$ cat config.mk
export PLATFORM = sky130hd
export DESIGN_NAME = blitter_engine
export DESIGN_NICKNAME = d
export VERILOG_FILES = /design/src/rtl/blitter_engine.sv
export SDC_FILE = /design/constraint.sdc
export NUM_CORES = 1
export LEC_CHECK = 0
export CORE_MARGIN = 2
export CORE_UTILIZATION = 53
export DETAILED_ROUTE_END_ITERATION = 10
export PLACE_DENSITY = 0.81
export SYNTH_ARGS = -nofsm -noshare
export SYNTH_HDL_FRONTEND = slang
export SYNTH_SLANG_ARGS = --single-unit
$ cat constraint.sdc
create_clock -name Clk -period 5.15 [get_ports Clk]
set_clock_uncertainty 0.2 [all_clocks]
set_input_delay 1.03 -clock Clk [delete_from_list [all_inputs] [get_ports Clk]]
set_output_delay 1.03 -clock Clk [all_outputs]
set_load 0.01 [all_outputs]
$ cat src/rtl/blitter_engine.sv
// Tile-map blitter: walks every map cell and tile pixel and copies the sprite pixels into the back frame buffer.
// Latency: 2 + 3*TILE_PX^2 cycles per cell when FB_Ready stays high; FB_Ready low stalls WRITE with address, data and FB_WE held.
module blitter_engine #(
    parameter int MAP_W      = 15,
    parameter int MAP_H      = 13,
    parameter int TILE_PX    = 16,
    parameter int TILE_IDX_W = 4,
    parameter int PIX_W      = 8,
    parameter int MAP_AW     = 8,
    parameter int SPR_AW     = 12,
    parameter int FB_AW      = 17
) (
    input  logic                  Clk,
    input  logic                  Reset_n,
    input  logic                  Status,
    output logic                  Flip_Blitter,
    output logic                  Busy,
    output logic                  Draw_Buf,
    output logic [MAP_AW-1:0]     Map_Addr,
    input  logic [TILE_IDX_W-1:0] Map_Data,
    output logic [SPR_AW-1:0]     Spr_Addr,
    input  logic [PIX_W-1:0]      Spr_Data,
    output logic [FB_AW-1:0]      FB_Addr,
    output logic [PIX_W-1:0]      FB_Data,
    output logic                  FB_WE,
    input  logic                  FB_Ready
);

    localparam int COL_W = (MAP_W > 1) ? $clog2(MAP_W) : 1;
    localparam int ROW_W = (MAP_H > 1) ? $clog2(MAP_H) : 1;
    localparam int PX_W  = (TILE_PX > 1) ? $clog2(TILE_PX) : 1;
    localparam int LIN_W = FB_AW - 1;

    typedef enum logic [2:0] {
        IDLE    = 3'd0,
        MAP_REQ = 3'd1,
        MAP_LAT = 3'd2,
        SPR_REQ = 3'd3,
        SPR_LAT = 3'd4,
        WRITE   = 3'd5,
        FLIP    = 3'd6
    } state_t;

    state_t                state;
    state_t                next_state;

    logic [COL_W-1:0]      col;
    logic [ROW_W-1:0]      row;
    logic [PX_W-1:0]       px;
    logic [PX_W-1:0]       py;
    logic [TILE_IDX_W-1:0] tile;
    logic [PIX_W-1:0]      pix;
    logic                  draw_buf;

    logic                  px_last;
    logic                  py_last;
    logic                  col_last;
    logic                  row_last;
    logic                  pix_last;
    logic                  cell_last;

    logic [31:0]           pix_x;
    logic [31:0]           pix_y;
    logic [31:0]           fb_lin;

    assign px_last   = (px  == PX_W'(TILE_PX - 1));
    assign py_last   = (py  == PX_W'(TILE_PX - 1));
    assign col_last  = (col == COL_W'(MAP_W - 1));
    assign row_last  = (row == ROW_W'(MAP_H - 1));
    assign pix_last  = px_last && py_last;
    assign cell_last = col_last && row_last;

    // Addresses are pure functions of the counter registers, so they stay
    // stable for as long as the FSM dwells in a state (including WRITE stalls).
    assign pix_x  = 32'(col) * TILE_PX + 32'(px);
    assign pix_y  = 32'(row) * TILE_PX + 32'(py);
    assign fb_lin = pix_y * (MAP_W * TILE_PX) + pix_x;

    assign Map_Addr = MAP_AW'(32'(row) * MAP_W + 32'(col));
    assign Spr_Addr = SPR_AW'(32'(tile) * (TILE_PX * TILE_PX) + 32'(py) * TILE_PX + 32'(px));
    assign FB_Addr  = {draw_buf, LIN_W'(fb_lin)};
    assign FB_Data  = pix;
    assign Draw_Buf = draw_buf;

    always_ff @(posedge Clk or negedge Reset_n) begin
        if (!Reset_n) begin
            state <= IDLE;
        end else begin
            state <= next_state;
        end
    end

    always_comb begin
        next_state = state;
        case (state)
            IDLE:    if (Status) next_state = MAP_REQ;
            MAP_REQ: next_state = MAP_LAT;
            MAP_LAT: next_state = SPR_REQ;
            SPR_REQ: next_state = SPR_LAT;
            SPR_LAT: next_state = WRITE;
            WRITE: begin
                if (FB_Ready) begin
                    if (!pix_last) begin
                        next_state = SPR_REQ;
                    end else if (!cell_last) begin
                        next_state = MAP_REQ;
                    end else begin
                        next_state = FLIP;
                    end
                end
            end
            FLIP:    if (!Status) next_state = IDLE;
            default: next_state = IDLE;
        endcase
    end

    always_comb begin
        Busy         = (state != IDLE);
        FB_WE        = (state == WRITE);
        Flip_Blitter = (state == FLIP);
    end

    always_ff @(posedge Clk or negedge Reset_n) begin
        if (!Reset_n) begin
            col      <= '0;
            row      <= '0;
            px       <= '0;
            py       <= '0;
            tile     <= '0;
            pix      <= '0;
            draw_buf <= 1'b0;
        end else begin
            case (state)
                IDLE: begin
                    if (Status) begin
                        col <= '0;
                        row <= '0;
                        px  <= '0;
                        py  <= '0;
                    end
                end
                MAP_LAT: tile <= Map_Data;
                SPR_LAT: pix  <= Spr_Data;
                WRITE: begin
                    // The final pixel of the final cell leaves every counter parked.
                    if (FB_Ready) begin
                        if (!px_last) begin
                            px <= px + 1'b1;
                        end else if (!py_last) begin
                            px <= '0;
                            py <= py + 1'b1;
                        end else if (!cell_last) begin
                            px <= '0;
                            py <= '0;
                            if (!col_last) begin
                                col <= col + 1'b1;
                            end else begin
                                col <= '0;
                                row <= row + 1'b1;
                            end
                        end
                    end
                end
                FLIP: if (!Status) draw_buf <= ~draw_buf;
                default: ;
            endcase
        end
    end

endmodule

==> out/qor.yml <==
run_status:
  outcome: "finished clean"
placed_design:
  place_area_um2: 3930
  hpwl_mm: 5.47
  placedCellCount: 462
  port-buffer-count: 64
  place_ws_ns: -0.0692
  place_congestion: 0.846
worst_setup_path:
  reg2reg_depth: 9
  r2r_start: "row[1]$_DFFE_PN0P_"
  arrival_ns: 3.80
  startpoint_type: "flip-flop"
  critPathRequiredTime_ns: 3.92
  cp_max_fo: 2
  end_kind: "primary output"
  rrSetupSlack_ns: 2.64
  critPathKind: "reg2out"
  worstReg2RegEnd: "px[3]$_DFFE_PN0P_"
  crit_start: "py[0]$_DFFE_PN0P_"
grt:
  track_usage_pct: 22.1
  grt_pass1_vias: 2553
  grt_max_degree: 33
  antenna_found_initial: 0
  grt_pass1_wl_mm: 11.5
  grt_overflow: 0
drt:
  viasPerCell: 5.46
  drt-pass1-iter-count: 4
  drt_first_iter_violations: 79
  remaining_drc_errors: 0
  wirelength_mm: 6.90
  routed-via-count: 2579
  post_drt_wl_per_cell_um: 14.6
  ant_nets: 0
synth:
  netlist_top_cells_count: "ha_1, dfrtp_1, inv_1"
  async_reset_ff_share_pct: 100
  yosys_warnings: 0
  synthCells: 318
  ys_ff_latch: 32
  yosysUniqueCellTypes: 53
  synth_top_area_share_pct: 25.4
  synth.largest_area_cell: "dfrtp_1"
  syn-cell-area_um2: 3150
  synth.area.top_cells: "dfrtp_1, ha_1, fa_1"
  yosysMostFrequentCell: "ha_1"
  synth_nets: 391
  synth_edf_count: 0
  avgSynthCellArea_um2: 9.90
  synth-main-ff-cell: "dfrtp_1"
  synth_seq_area_share_pct: 25.4
clocking:
  clk_latency_ns: 0.28
  numCtsBuffers: 5
  htreeDepth: 2
  cts_tree: "yes"
  cts_max_path_buffers: 2
  cts_root_buffer: "clkbuf_8"
  cts_hold_buf: 0
  clkTransAtPathRegs_ns: 0.06
  clock-sinks: 32
cells_and_area:
  drive_gt1_share_pct: 17.9
  final_nets: 470
  multi_input_area_um2: 2200
  area_growth_pct: 29.9
  fin_area_um2: 4090
  diodes: 0
  regArea_um2: 802
  num-fill-cells: 476
  stdcell_count: 472
timing:
  whs_ns: 0.299
  finalSetupViolCount: 0
  report.final.slew_viol_count: 0
  slew_headroom_pct: 47.2
  worst_slack_ns: 0.124
  clock.fmax_ghz: 0.199
  rsz0062_at_grt: "true"
  hold_viol: 0
  worst_pin_slew_ns: 0.785
  finalCritPeriodShare_pct: 97.6
  min_period_ns: 5.03
hold_path:
  hp-start: "Draw_Buf$_DFFE_PN0P_"
  hold_path.class: "reg2reg"
  hold_depth: 1
  whs_endpoint: "Draw_Buf$_DFFE_PN0P_"
die:
  fp.dieArea_um2: 6570
  rows: 28
  initial_utilization_pct: 54.1
  die_x_um: 81.1
  core_area_um2: 5820
  die_h_um: 81.1
  ioPinCount: 65
power:
  power_mw: 2.20
  p_int_mw: 1.28
  power_switching_uw: 914
  combinationalPowerShare_pct: 70.4
  peakVddDrop_uv: 374
  clockPowerShare_pct: 9.2
  p_leak_nw: 2.02
  pwr-share-seq_pct: 20.4
  swShare_pct: 41.6
  powerDensity_nw_per_um2: 538
flow_run:
  drv_cap: 0
-- critical path, stage by stage (launching register included) --
cell	delay [ns]
dfrtp_1	0.40
fa_1	0.55
fa_1	0.57
inv_2	0.04
fa_1	0.49
inv_2	0.05
ha_4	0.21
buf_4	0.14
a21oi_2	0.20
buf_4	0.15
xnor2_1	0.13
clkdlybuf4s50_1	0.57
-- state kept, by name, indices dropped and copies added, names as in the netlist --
register,flops
col,4
px,4
py,4
tile,4
FB_Data,8
state,3
row,4
Draw_Buf,1
-- power groups by stage --
stage	Clock [mW]	Sequential [mW]	Combinational, mW
final	0.202	0.450	1.55
after global routing	0.220	0.464	1.71
after CTS	0.207	0.449	1.48
after detailed placement	0	0.453	1.46
after global placement	0	0.442	1.41
after floorplan	0	0.454	0.843
-- final cells by class --
type                    count  area share, %
multi-input cells         243           53.8
flip-flops and latches     32           19.6
repair buffers             86           19.2
inverters                  29           2.66
clock buffers               7           2.36
well taps                  75           2.29
-- cell families (layout without fill, tap and decap cells) --
kind of cell               Yosys count  count (layout)  share of synthesized area, %
and+or+nand+nor                     87              87                          14.5
adders and majority gates           57              57                          27.2
DFF                                 32              32                          25.4
AOI/OAI and AO/OA                   60              60                          14.3
muxes                               13              13                          4.65
buffers and inverters               43             122                          6.64
xor gates and xnor gates            26              26                          7.23
-- through the flow --
stage	TNS (ns)	utilization, %
final	0	70.3
after global routing	-0.0521	70.3
after CTS	0	69.6
after detailed placement	-0.0692	67.5
after global placement	-0.00114	67.5
after floorplan	0	-
-- worst max path at each step --
stage,to,slack [ns],cells after the start
finish,FB_Addr[8],0.12,11
global route,FB_Addr[15],-0.05,13
CTS,FB_Addr[15],0.006,13
detailed placement,FB_Addr[15],-0.07,13
global placement,FB_Addr[15],-0.001,13
floorplan,FB_Addr[15],0.44,12
-- layout by cell type (no fill, tap or decap), types with 2 or more instances in the layout --
master,netlist,layout
nor3b_1,2,2
o21ai_0,11,10
mux2_2,13,13
and3_1,2,2
inv_1,29,27
a211oi_1,5,4
ha_4,0,2
dlymetal6s2s_1,0,2
a21oi_4,4,4
buf_2,2,3
clkbuf_8,0,7
a21o_1,6,6
ha_1,38,36
nor3_1,5,4
clkdlybuf4s50_1,0,55
xnor2_1,16,16
nand2b_1,2,2
o21a_1,3,3
nor3_2,1,2
a21oi_2,0,2
o2111a_1,2,2
a21oi_1,12,10
fa_1,19,19
inv_2,0,2
o21ai_2,2,3
dfrtp_1,32,31
nand2_1,21,21
nand4_1,6,6
nand3_2,2,2
nor2_1,23,22
o21bai_1,3,3
dlygate4sd2_1,0,3
xor2_1,10,10
or3_1,4,4
nand3_1,8,8
buf_4,10,22
-- per-layer routing --
layer	global-route usage (%)	up-vias	part of all wire, %
met5	0	-	0
met4	9.32	0	3.5
met3	3.56	19	5.4
met2	39.2	85	50
met1	26.6	1226	41
li1	-	1249	-
-- what timing repair did --
action | 4_1_cts | 5_1_grt
gates resized for setup | 18 | 16
endpoints found under the setup margin | 8 | 9
buffers inserted | 3 | 0
pin swaps | 7 | 8
(Power assumes the default switching activity.)
